## src/rtl/vga_frame_monitor_if.sv

```systemverilog
// VGA display bus: active-low syncs plus 4-bit-per-channel colour, sampled on the pixel clock.
// The source drives through master; passive monitors observe through slave.
interface vga_frame_monitor_if;
    logic       hsync;
    logic       vsync;
    logic [3:0] vga_r;
    logic [3:0] vga_g;
    logic [3:0] vga_b;

    modport master (output hsync, vsync, vga_r, vga_g, vga_b);
    modport slave  (input  hsync, vsync, vga_r, vga_g, vga_b);
endinterface

```

## src/rtl/vga_frame_monitor.sv

```systemverilog
// Passive VGA sink checker: rebuilds raster position, validates sync timing, locks on clean frames.
// Statistics publish one cycle after the closing vsync fall; no backpressure, every clock is sampled.
module vga_frame_monitor #(
    parameter int H_VISIBLE = 640,
    parameter int H_FRONT   = 16,
    parameter int H_SYNC    = 96,
    parameter int H_BACK    = 48,
    parameter int V_VISIBLE = 480,
    parameter int V_FRONT   = 10,
    parameter int V_SYNC    = 2,
    parameter int V_BACK    = 33
) (
    input  logic               clk25,
    input  logic               reset,
    vga_frame_monitor_if.slave vga,
    input  logic [9:0]         probe_x,
    input  logic [9:0]         probe_y,
    output logic               locked,
    output logic               frame_done,
    output logic [15:0]        frame_count,
    output logic [7:0]         err_count,
    output logic [18:0]        lit_count,
    output logic [11:0]        probe_rgb
);
    localparam int H_TOTAL = H_VISIBLE + H_FRONT + H_SYNC + H_BACK;
    localparam int V_TOTAL = V_VISIBLE + V_FRONT + V_SYNC + V_BACK;

    localparam logic [9:0] H_LAST   = 10'(H_TOTAL - 1);
    localparam logic [9:0] V_FRAME  = 10'(V_TOTAL);
    localparam logic [9:0] HS_WIDTH = 10'(H_SYNC);
    localparam logic [9:0] H_OFS    = 10'(H_SYNC + H_BACK);
    localparam logic [9:0] V_OFS    = 10'(V_SYNC + V_BACK);
    localparam logic [9:0] H_VIS    = 10'(H_VISIBLE);
    localparam logic [9:0] V_VIS    = 10'(V_VISIBLE);
    localparam logic [9:0] POS_MAX  = 10'h3FF;

    typedef enum logic [1:0] {ST_UNLOCKED, ST_MEASURE, ST_LOCKED} state_e;

    state_e      state_q, state_d;
    logic        hs_prev_q, hs_prev_d;
    logic        vs_prev_q, vs_prev_d;
    logic        hs_seen_q, hs_seen_d;
    logic [9:0]  h_pos_q, h_pos_d;
    logic [9:0]  v_pos_q, v_pos_d;
    logic [9:0]  hs_low_q, hs_low_d;
    logic        frame_bad_q, frame_bad_d;
    logic [18:0] lit_acc_q, lit_acc_d;
    logic [11:0] probe_acc_q, probe_acc_d;
    logic        frame_done_q, frame_done_d;
    logic [15:0] frame_count_q, frame_count_d;
    logic [7:0]  err_count_q, err_count_d;
    logic [18:0] lit_count_q, lit_count_d;
    logic [11:0] probe_rgb_q, probe_rgb_d;

    logic [11:0] rgb;
    logic        hs_fall, hs_rise, vs_fall, tracking, visible, pix_err, watchdog;
    logic [9:0]  col, row;
    logic [7:0]  err_inc;

    always_comb begin
        rgb       = {vga.vga_r, vga.vga_g, vga.vga_b};
        hs_fall   = hs_prev_q & ~vga.hsync;
        hs_rise   = ~hs_prev_q & vga.hsync;
        vs_fall   = vs_prev_q & ~vga.vsync;
        tracking  = (state_q != ST_UNLOCKED);
        hs_prev_d = vga.hsync;
        vs_prev_d = vga.vsync;
        err_inc   = (err_count_q == 8'hFF) ? err_count_q : err_count_q + 8'd1;

        // h_pos_d/v_pos_d are this cycle's raster position; the _q copies are last cycle's.
        if (hs_fall)                 h_pos_d = '0;
        else if (h_pos_q == POS_MAX) h_pos_d = POS_MAX;
        else                         h_pos_d = h_pos_q + 10'd1;

        if (vs_fall)                           v_pos_d = '0;
        else if (hs_fall && v_pos_q != POS_MAX) v_pos_d = v_pos_q + 10'd1;
        else                                   v_pos_d = v_pos_q;

        hs_low_d = hs_low_q;
        if (!vga.hsync) begin
            if (hs_fall)                   hs_low_d = 10'd1;
            else if (hs_low_q != POS_MAX)  hs_low_d = hs_low_q + 10'd1;
        end

        col     = h_pos_d - H_OFS;
        row     = v_pos_d - V_OFS;
        visible = (col < H_VIS) && (row < V_VIS);

        pix_err = tracking && ((hs_fall && hs_seen_q && (h_pos_q != H_LAST))
                            || (hs_rise && (hs_low_q != HS_WIDTH))
                            || (!visible && (rgb != 12'h000)));
        watchdog  = tracking && ((h_pos_d == POS_MAX) || (v_pos_d == POS_MAX));
        hs_seen_d = (hs_seen_q | hs_fall) & ~watchdog;

        lit_acc_d   = lit_acc_q;
        probe_acc_d = probe_acc_q;
        frame_bad_d = frame_bad_q | pix_err;
        if (visible && (rgb != 12'h000)) lit_acc_d = lit_acc_q + 19'd1;
        if (visible && (col == probe_x) && (row == probe_y)) probe_acc_d = rgb;
        if (vs_fall) begin
            lit_acc_d   = '0;
            probe_acc_d = '0;
            frame_bad_d = 1'b0;
        end

        state_d       = state_q;
        frame_done_d  = 1'b0;
        frame_count_d = frame_count_q;
        err_count_d   = err_count_q;
        lit_count_d   = lit_count_q;
        probe_rgb_d   = probe_rgb_q;
        if (watchdog) begin
            state_d     = ST_UNLOCKED;
            err_count_d = err_inc;
        end else if (vs_fall) begin
            if (state_q == ST_UNLOCKED) begin
                state_d = ST_MEASURE;
            end else if (!frame_bad_q && (v_pos_q == V_FRAME)) begin
                state_d       = ST_LOCKED;
                frame_done_d  = 1'b1;
                frame_count_d = frame_count_q + 16'd1;
                lit_count_d   = lit_acc_q;
                probe_rgb_d   = probe_acc_q;
            end else begin
                state_d     = ST_MEASURE;
                err_count_d = err_inc;
            end
        end
    end

    always_ff @(posedge clk25) begin
        if (reset) begin
            state_q       <= ST_UNLOCKED;
            hs_prev_q     <= 1'b0;
            vs_prev_q     <= 1'b0;
            hs_seen_q     <= 1'b0;
            h_pos_q       <= '0;
            v_pos_q       <= '0;
            hs_low_q      <= '0;
            frame_bad_q   <= 1'b0;
            lit_acc_q     <= '0;
            probe_acc_q   <= '0;
            frame_done_q  <= 1'b0;
            frame_count_q <= '0;
            err_count_q   <= '0;
            lit_count_q   <= '0;
            probe_rgb_q   <= '0;
        end else begin
            state_q       <= state_d;
            hs_prev_q     <= hs_prev_d;
            vs_prev_q     <= vs_prev_d;
            hs_seen_q     <= hs_seen_d;
            h_pos_q       <= h_pos_d;
            v_pos_q       <= v_pos_d;
            hs_low_q      <= hs_low_d;
            frame_bad_q   <= frame_bad_d;
            lit_acc_q     <= lit_acc_d;
            probe_acc_q   <= probe_acc_d;
            frame_done_q  <= frame_done_d;
            frame_count_q <= frame_count_d;
            err_count_q   <= err_count_d;
            lit_count_q   <= lit_count_d;
            probe_rgb_q   <= probe_rgb_d;
        end
    end

    assign locked      = (state_q == ST_LOCKED);
    assign frame_done  = frame_done_q;
    assign frame_count = frame_count_q;
    assign err_count   = err_count_q;
    assign lit_count   = lit_count_q;
    assign probe_rgb   = probe_rgb_q;
endmodule

```

## src/flat_wrapper.sv

```systemverilog
// flat-port wrapper written by rule: the top's interface ports become plain ports
module vga_frame_monitor_flat 
#(
    parameter int H_VISIBLE = 640,
    parameter int H_FRONT   = 16,
    parameter int H_SYNC    = 96,
    parameter int H_BACK    = 48,
    parameter int V_VISIBLE = 480,
    parameter int V_FRONT   = 10,
    parameter int V_SYNC    = 2,
    parameter int V_BACK    = 33
)
  (clk25, reset, probe_x, probe_y, locked, frame_done, frame_count, err_count, lit_count, probe_rgb, vga_hsync, vga_vsync, vga_vga_r, vga_vga_g, vga_vga_b);
  vga_frame_monitor_if vga_i ();
  input  logic clk25;
  input  logic reset;
  input  logic [9:0] probe_x;
  input  logic [9:0] probe_y;
  output logic locked;
  output logic frame_done;
  output logic [15:0] frame_count;
  output logic [7:0] err_count;
  output logic [18:0] lit_count;
  output logic [11:0] probe_rgb;
  input wire logic [$bits(vga_i.hsync)-1:0] vga_hsync;
  input wire logic [$bits(vga_i.vsync)-1:0] vga_vsync;
  input wire logic [$bits(vga_i.vga_r)-1:0] vga_vga_r;
  input wire logic [$bits(vga_i.vga_g)-1:0] vga_vga_g;
  input wire logic [$bits(vga_i.vga_b)-1:0] vga_vga_b;
  assign vga_i.hsync = vga_hsync;
  assign vga_i.vsync = vga_vsync;
  assign vga_i.vga_r = vga_vga_r;
  assign vga_i.vga_g = vga_vga_g;
  assign vga_i.vga_b = vga_vga_b;
  vga_frame_monitor #(.H_VISIBLE(H_VISIBLE), .H_FRONT(H_FRONT), .H_SYNC(H_SYNC), .H_BACK(H_BACK), .V_VISIBLE(V_VISIBLE), .V_FRONT(V_FRONT), .V_SYNC(V_SYNC), .V_BACK(V_BACK)) u_core (.clk25(clk25), .reset(reset), .vga(vga_i), .probe_x(probe_x), .probe_y(probe_y), .locked(locked), .frame_done(frame_done), .frame_count(frame_count), .err_count(err_count), .lit_count(lit_count), .probe_rgb(probe_rgb));
endmodule
```

## config.mk

```make
export PLATFORM = sky130hd
export DESIGN_NAME = vga_frame_monitor_flat
export DESIGN_NICKNAME = d
export VERILOG_FILES = /design/src/rtl/vga_frame_monitor_if.sv /design/src/rtl/vga_frame_monitor.sv /design/src/flat_wrapper.sv
export SDC_FILE = /design/constraint.sdc
export NUM_CORES = 1
export LEC_CHECK = 0
export CAP_MARGIN = 5
export CORE_ASPECT_RATIO = 1.4
export CORE_MARGIN = 4
export CORE_UTILIZATION = 40
export CTS_BUF_LIST = sky130_fd_sc_hd__clkbuf_4 sky130_fd_sc_hd__clkbuf_8
export CTS_CLUSTER_SIZE = 40
export DETAILED_ROUTE_END_ITERATION = 16
export PLACE_DENSITY_LB_ADDON = 0.12
export SKIP_CTS_REPAIR_TIMING = 1
export SLEW_MARGIN = 40
export SYNTH_ARGS = -nofsm -noshare
export SYNTH_HDL_FRONTEND = slang
export SYNTH_SLANG_ARGS = --single-unit
```

## constraint.sdc

```tcl
create_clock -name clk25 -period 4.9 [get_ports clk25]
set_clock_uncertainty 0.05 [all_clocks]
set_input_delay 0.98 -clock clk25 [delete_from_list [all_inputs] [get_ports clk25]]
set_output_delay 0.98 -clock clk25 [all_outputs]
set_load 0.05 [all_outputs]
```

# ---- After elaboration in Yosys (flattened, before gate mapping)
# Index checks and enable logic that the tools add are counted.
dict set report word_totals {
  ff_bits 123
  input_bits 36
  output_inout_bits 57
  word_cells 93
}
dict set report classes {
  addsub 8
  magnitude_cmp 2
  n_eq_ne 14
  mux 14
  bitwise_logic 12
  n_reduce_logical 28
}
# cell n
set op_table {}
lappend op_table {{$mux 10} 6}
lappend op_table {{$eq 10x10->1 const B} 4}
lappend op_table {{$mux 8} 5}
lappend op_table {{$add 10x1->10 const B} 3}
lappend op_table {{$ne 10x10->1 const B} 3}
lappend op_table {{$eq 10x10->1} 2}
lappend op_table {{$add 19x1->19 const B} 1}
lappend op_table {{$add 16x1->16 const B} 1}
lappend op_table {{$logic_and 1x1->1} 12}
lappend op_table {{$reduce_bool 12->1} 1}
lappend op_table {{$lt 10x10->1 const B} 1}
lappend op_table {{$lt 10x9->1 const B} 1}
lappend op_table {{$ne 10x7->1 const B} 1}
lappend op_table {{$sub 10x6->10 const B} 1}
lappend op_table {{$sub 10x8->10 const B} 1}
lappend op_table {{$add 8x1->8 const B} 1}
lappend op_table {{$eq 8x8->1 const B} 1}
lappend op_table {{$not 1->1} 6}
lappend op_table {{$reduce_bool 2->1} 3}
lappend op_table {{$and 1x1->1} 4}
lappend op_table {{$mux 2} 2}
lappend op_table {{$ne 2x1->1 const B} 2}
lappend op_table {{$reduce_and 4->1} 1}
lappend op_table {{$reduce_or 2->1} 2}
lappend op_table {{other kinds (9)} 13}

# ---- Logic depth before layout (Yosys ltp)
dict set report depth {
  depth_word 13
  ltp_mapped 16
  ltp_nobuf 14
}

# ---- Worst setup path after synthesis
# OpenSTA, ideal clock, no wires.
dict set report synth_timing {
  path_kind {input-to-reg}
  startpoint {input vga_hsync}
  endpoint {register u_core.probe_acc_q[1]}
  setup_time_ns 0.132
  t_arrival_ns 4.088
  t_required_ns 4.718
  path_slack_ns 0.630
  cell_stages 16
  n_path_buf 3
  path_cell_list {buf_6 > nor2b_1 > buf_2 > o31a_1 > nor2_1 > a211oi_1 > ha_1 > xor2_1 > a2111oi_0 > o21ai_0 > nor3_1 > nand4_1 > or4b_1 > clkbuf_1 > o31ai_1 > a21oi_1}
}
dict set report synth_between {
  elab_chain_len 10
  word_cells_on_any_way 15
  classes_between {add/sub (2); order compare (2); eq/ne (2); mux (3); bitwise (2); reduce/logical (4)}
}
# element line_no
set synth_lines {}
lappend synth_lines {{start: declaration} flat_wrapper.sv:25} ;# input wire logic [$bits(vga_i.hsync)-1:0] vga_hsync;
lappend synth_lines {{$not 1->1 (no line) *} n/a}
lappend synth_lines {{$and 1x1->1 *} vga_frame_monitor.sv:62} ;# hs_fall = hs_prev_q & ~vga.hsync;
lappend synth_lines {{$logic_and 1x1->1 *} vga_frame_monitor.sv:76} ;# else if (hs_fall && v_pos_q != POS_MAX) v_pos_d = v_pos_q + 10'd1;
lappend synth_lines {{$mux 10 *} vga_frame_monitor.sv:76}
lappend synth_lines {{$mux 10 *} vga_frame_monitor.sv:75} ;# if (vs_fall) v_pos_d = '0;
lappend synth_lines {{net u_core.v_pos_d[1]} vga_frame_monitor.sv:44} ;# logic [9:0] v_pos_q, v_pos_d;
lappend synth_lines {{$sub 10x6->10 *} vga_frame_monitor.sv:86} ;# row = v_pos_d - V_OFS;
lappend synth_lines {{$lt 10x9->1} vga_frame_monitor.sv:87} ;# visible = (col < H_VIS) && (row < V_VIS);
lappend synth_lines {{$logic_and 1x1->1} vga_frame_monitor.sv:87}
lappend synth_lines {{$logic_and 1x1->1} vga_frame_monitor.sv:99} ;# if (visible && (col == probe_x) && (row == probe_y)) probe_acc_d = rgb;
lappend synth_lines {{$logic_and 1x1->1 *} vga_frame_monitor.sv:99}
lappend synth_lines {{end signal: assignment} vga_frame_monitor.sv:158} ;# probe_acc_q <= probe_acc_d;
lappend synth_lines {{end: declaration} vga_frame_monitor.sv:48} ;# logic [11:0] probe_acc_q, probe_acc_d;
# Mark *: on every way through the listed nets, which the timed path passes. The rest lies on a longest branch.
# A chain may end at the register's enable or synchronous reset.

# ---- Worst setup path after layout
dict set report layout_timing {
  startpoint {input vga_hsync}
  endpoint {register u_core.probe_acc_q[5]}
}
# The elaborated chain is that of the path after synthesis.

==> impl_metrics.env <==
export IMPL_p_clk_share_pct=45.4
export IMPL_area_growth_pct=23.1
export IMPL_multi_input_area_sq_um=3830
export IMPL_comb_power_share_pct=5.8
export IMPL_p_leak_nw=2.94
export IMPL_synth_seq_area_share_pct=37.7
export IMPL_first_iter_violations=251
export IMPL_critical_path_class="primary input to register"
export IMPL_grt_overflow=0
export IMPL_route_detailed_wl_per_inst_um=16.9
export IMPL_tightest_slew_ps=788
export IMPL_finalCriticalPeriod_ps=4520
export IMPL_io_pins=93
export IMPL_layout_common_cells="123 x dfxtp_1, 94 x nor2_1, 91 x clkdlybuf4s50_1, 54 x a21oi_1, 37 x nand2_1"
export IMPL_regArea_sq_um=2460
export IMPL_portBuffers=92
export IMPL_cpPeakStageDelay_ps=580
export IMPL_synth_edf_count=0
export IMPL_power_mw=2.08
export IMPL_drv_slew=0
export IMPL_layout_setup_ws_ps=379
export IMPL_die_x_um=116
export IMPL_design_area_sq_um=8050
export IMPL_dp_slack_ps=-4.47
export IMPL_insertedDiodeCount=0
export IMPL_worst_hold_slack_ps=412
export IMPL_path_cells="clkdlybuf4s50_1, nor2b_1, o31a_1, nor2_1, a211oi_1, ha_1, xor2_1, a2111oi_0, o21ai_0, nor3_1, nand4_1, or4b_1, buf_4, o31ai_1, a21oi_1"
export IMPL_grt_max_degree=70
export IMPL_layout_drive_gt1_share_pct=9.03
export IMPL_p_sw_mw=0.502
export IMPL_clk_pin_slew_ps=80
export IMPL_die_h_um=159
export IMPL_cp_depth=15
export IMPL_core_area_sq_um=16100
export IMPL_place_hpwl_mm=13.0
export IMPL_drtAntennaViolNets=0
export IMPL_ys_seq_elements=123
export IMPL_final_util_pct=50.0
export IMPL_maxSlewHeadroom_pct=47.5
export IMPL_hold_path_class="register to register"
export IMPL_setup_viol=0
export IMPL_synth_top_area_cell="dfxtp_1"
export IMPL_antenna_found_initial=0
export IMPL_drt_total_wl_mm=17.9
export IMPL_grt_use_total_pct=19.4
export IMPL_start_kind="primary input"
export IMPL_die_area_sq_um=18500
export IMPL_cts_sinks=123
export IMPL_clock_root_buffer="clkbuf_8"
export IMPL_max_freq_mhz=221
export IMPL_cp_end_kind="register"
export IMPL_drtPass1Iterations=5
export IMPL_place_area_sq_um=7630
export IMPL_cts_tree="built"
export IMPL_grt_pass1_vias=5957
export IMPL_switching_share_pct=24.1
export IMPL_required_ps=5150
export IMPL_place_gp_congestion=0.859
export IMPL_final_common_cell="dfxtp_1"
export IMPL_viasPerCell=5.72
export IMPL_start_util_pct=40.6
export IMPL_worst_path_max_fanout=12
export IMPL_yosys_top_cells_area="dfxtp_1 38%, mux2i_1 5.5%, nor2_1 5.4%"
export IMPL_cellInternalPower_mw=1.58
export IMPL_remaining_drc_errors=0
export IMPL_stdcell_count=1063
export IMPL_p_per_area_nw_per_um2=258
export IMPL_ys_warn_count=0
export IMPL_outcome="completed"
export IMPL_htreeDepth=4
export IMPL_clk_path_buf_depth=2
export IMPL_synth_top_area_share_pct=37.7
export IMPL_synth_ff_type="dfxtp_1"
export IMPL_crit_slowest_cell="or4b_1"
export IMPL_clk_latency_ps=440
export IMPL_synthArstFlopShare_pct=0
export IMPL_yosysUniqueCellTypes=76
export IMPL_rsz0062_at_grt="no"
export IMPL_max_cap_viol_count=0
export IMPL_tns_ps=0
export IMPL_placed_cells=1032
export IMPL_pwr_share_seq_pct=48.8
export IMPL_syn_inst=773
export IMPL_row_count=55
export IMPL_vias=6085
export IMPL_peakVddDrop_mv=0.205
export IMPL_worstPathArrival_ps=4770
export IMPL_crit_buf_inv=2
export IMPL_r2r_cells=15
export IMPL_syn_avg_cell_area_sq_um=8.46
export IMPL_cts_buffers=17
export IMPL_netlist_area_sq_um=6540
export IMPL_nets=899
export IMPL_path_delay_family="compound AO/OA/AOI/OAI gates"
export IMPL_fin_crit_sh_pct=92.3
export IMPL_syn_nets=820
export IMPL_n_fill_cell=1574
export IMPL_finalHoldViolCount=0
export IMPL_hold_depth=2
export IMPL_grt_pass1_wl_mm=29.0
final cells by class:
class	count	area share (%)
Multi-Input combinational cell	589	47.6
Sequential cell	123	30.6
Timing Repair Buffer	106	12.8
Tap cell	199	3.09
Clock buffer	18	3.08
Clock inverter	13	2.08
Inverter	15	0.699
synthesized netlist by cell type (all sizes together), types with 7 or more instances:
master  number
dfxtp      123
nor2        94
a21oi       54
nand2       37
mux2i       36
nand3       34
clkbuf      32
nand4       31
xnor2       31
nor3        26
o21ai       25
o31ai       23
xor2        23
or3         20
inv         15
nor4        15
buf         14
and3        13
ha          11
or4         11
nor2b        8
nor4b        8
and2         7
and4         7
power groups by stage:
stage,Sequential [mW],Clock (mW),Combinational [mW]
floorplan,1.03,0,0.0659
global placement,1.04,0,0.120
detailed placement,1.04,0,0.121
CTS,1.01,0.968,0.122
global route,1.01,1.01,0.132
finish,1.01,0.944,0.121
worst reg2reg max path: stages (launching register included):
cell and delay [ps]:
dfxtp_1 450, ha_1 280, nand2_1 140, o31a_1 380, buf_4 170, a211oi_1 340
ha_1 310, xor2_1 160, a2111oi_0 360, o21ai_0 140, nor3_1 150, nand4_1 170
or4b_1 580, buf_4 210, o31ai_1 320, a21oi_1 110
per-layer routing:
layer	part of all wire, %	wire length (um)	global-route usage [%]
met1	43	7640	23.2
met4	1.9	338	6.81
met2	51	9140	33.7
met5	0	0	0
met3	4.5	805	4.45
state kept, by name, indices dropped and copies added, names as in the netlist, 2 cells and up:
name	count
u_core.err_count	8
u_core.frame_count	16
u_core.h_pos_q	10
u_core.hs_low_q	10
u_core.lit_acc_q	19
u_core.lit_count	19
u_core.probe_acc_q	12
u_core.probe_rgb	12
u_core.state_q	2
u_core.v_pos_q	10
final timing paths:
check	end	slack (ps)	start
max	u_core.probe_acc_q[5]$_SDFFE_PP0P_	380	vga_hsync
min	u_core.lit_acc_q[11]$_SDFFE_PP0P_	410	u_core.lit_acc_q[11]$_SDFFE_PP0P_
max reg2reg	u_core.probe_acc_q[5]$_SDFFE_PP0P_	430	u_core.v_pos_q[0]$_SDFF_PP0_
min reg2reg	u_core.lit_acc_q[11]$_SDFFE_PP0P_	410	u_core.lit_acc_q[11]$_SDFFE_PP0P_
logic make-up (layout without fill, tap and decap cells):
| family | count (synthesis) | in the layout | synth area share [%] |
|---|---|---|---|
| mux | 38 | 38 | 5.91 |
| compound gates | 156 | 156 | 15.9 |
| flops | 123 | 123 | 37.7 |
| simple gates | 330 | 330 | 27.2 |
| fa+ha+maj | 11 | 11 | 2.10 |
| xor+xnor | 54 | 54 | 7.23 |
| buf+inv | 61 | 152 | 4.04 |
Note: power is estimated with default switching activity, not from simulation.
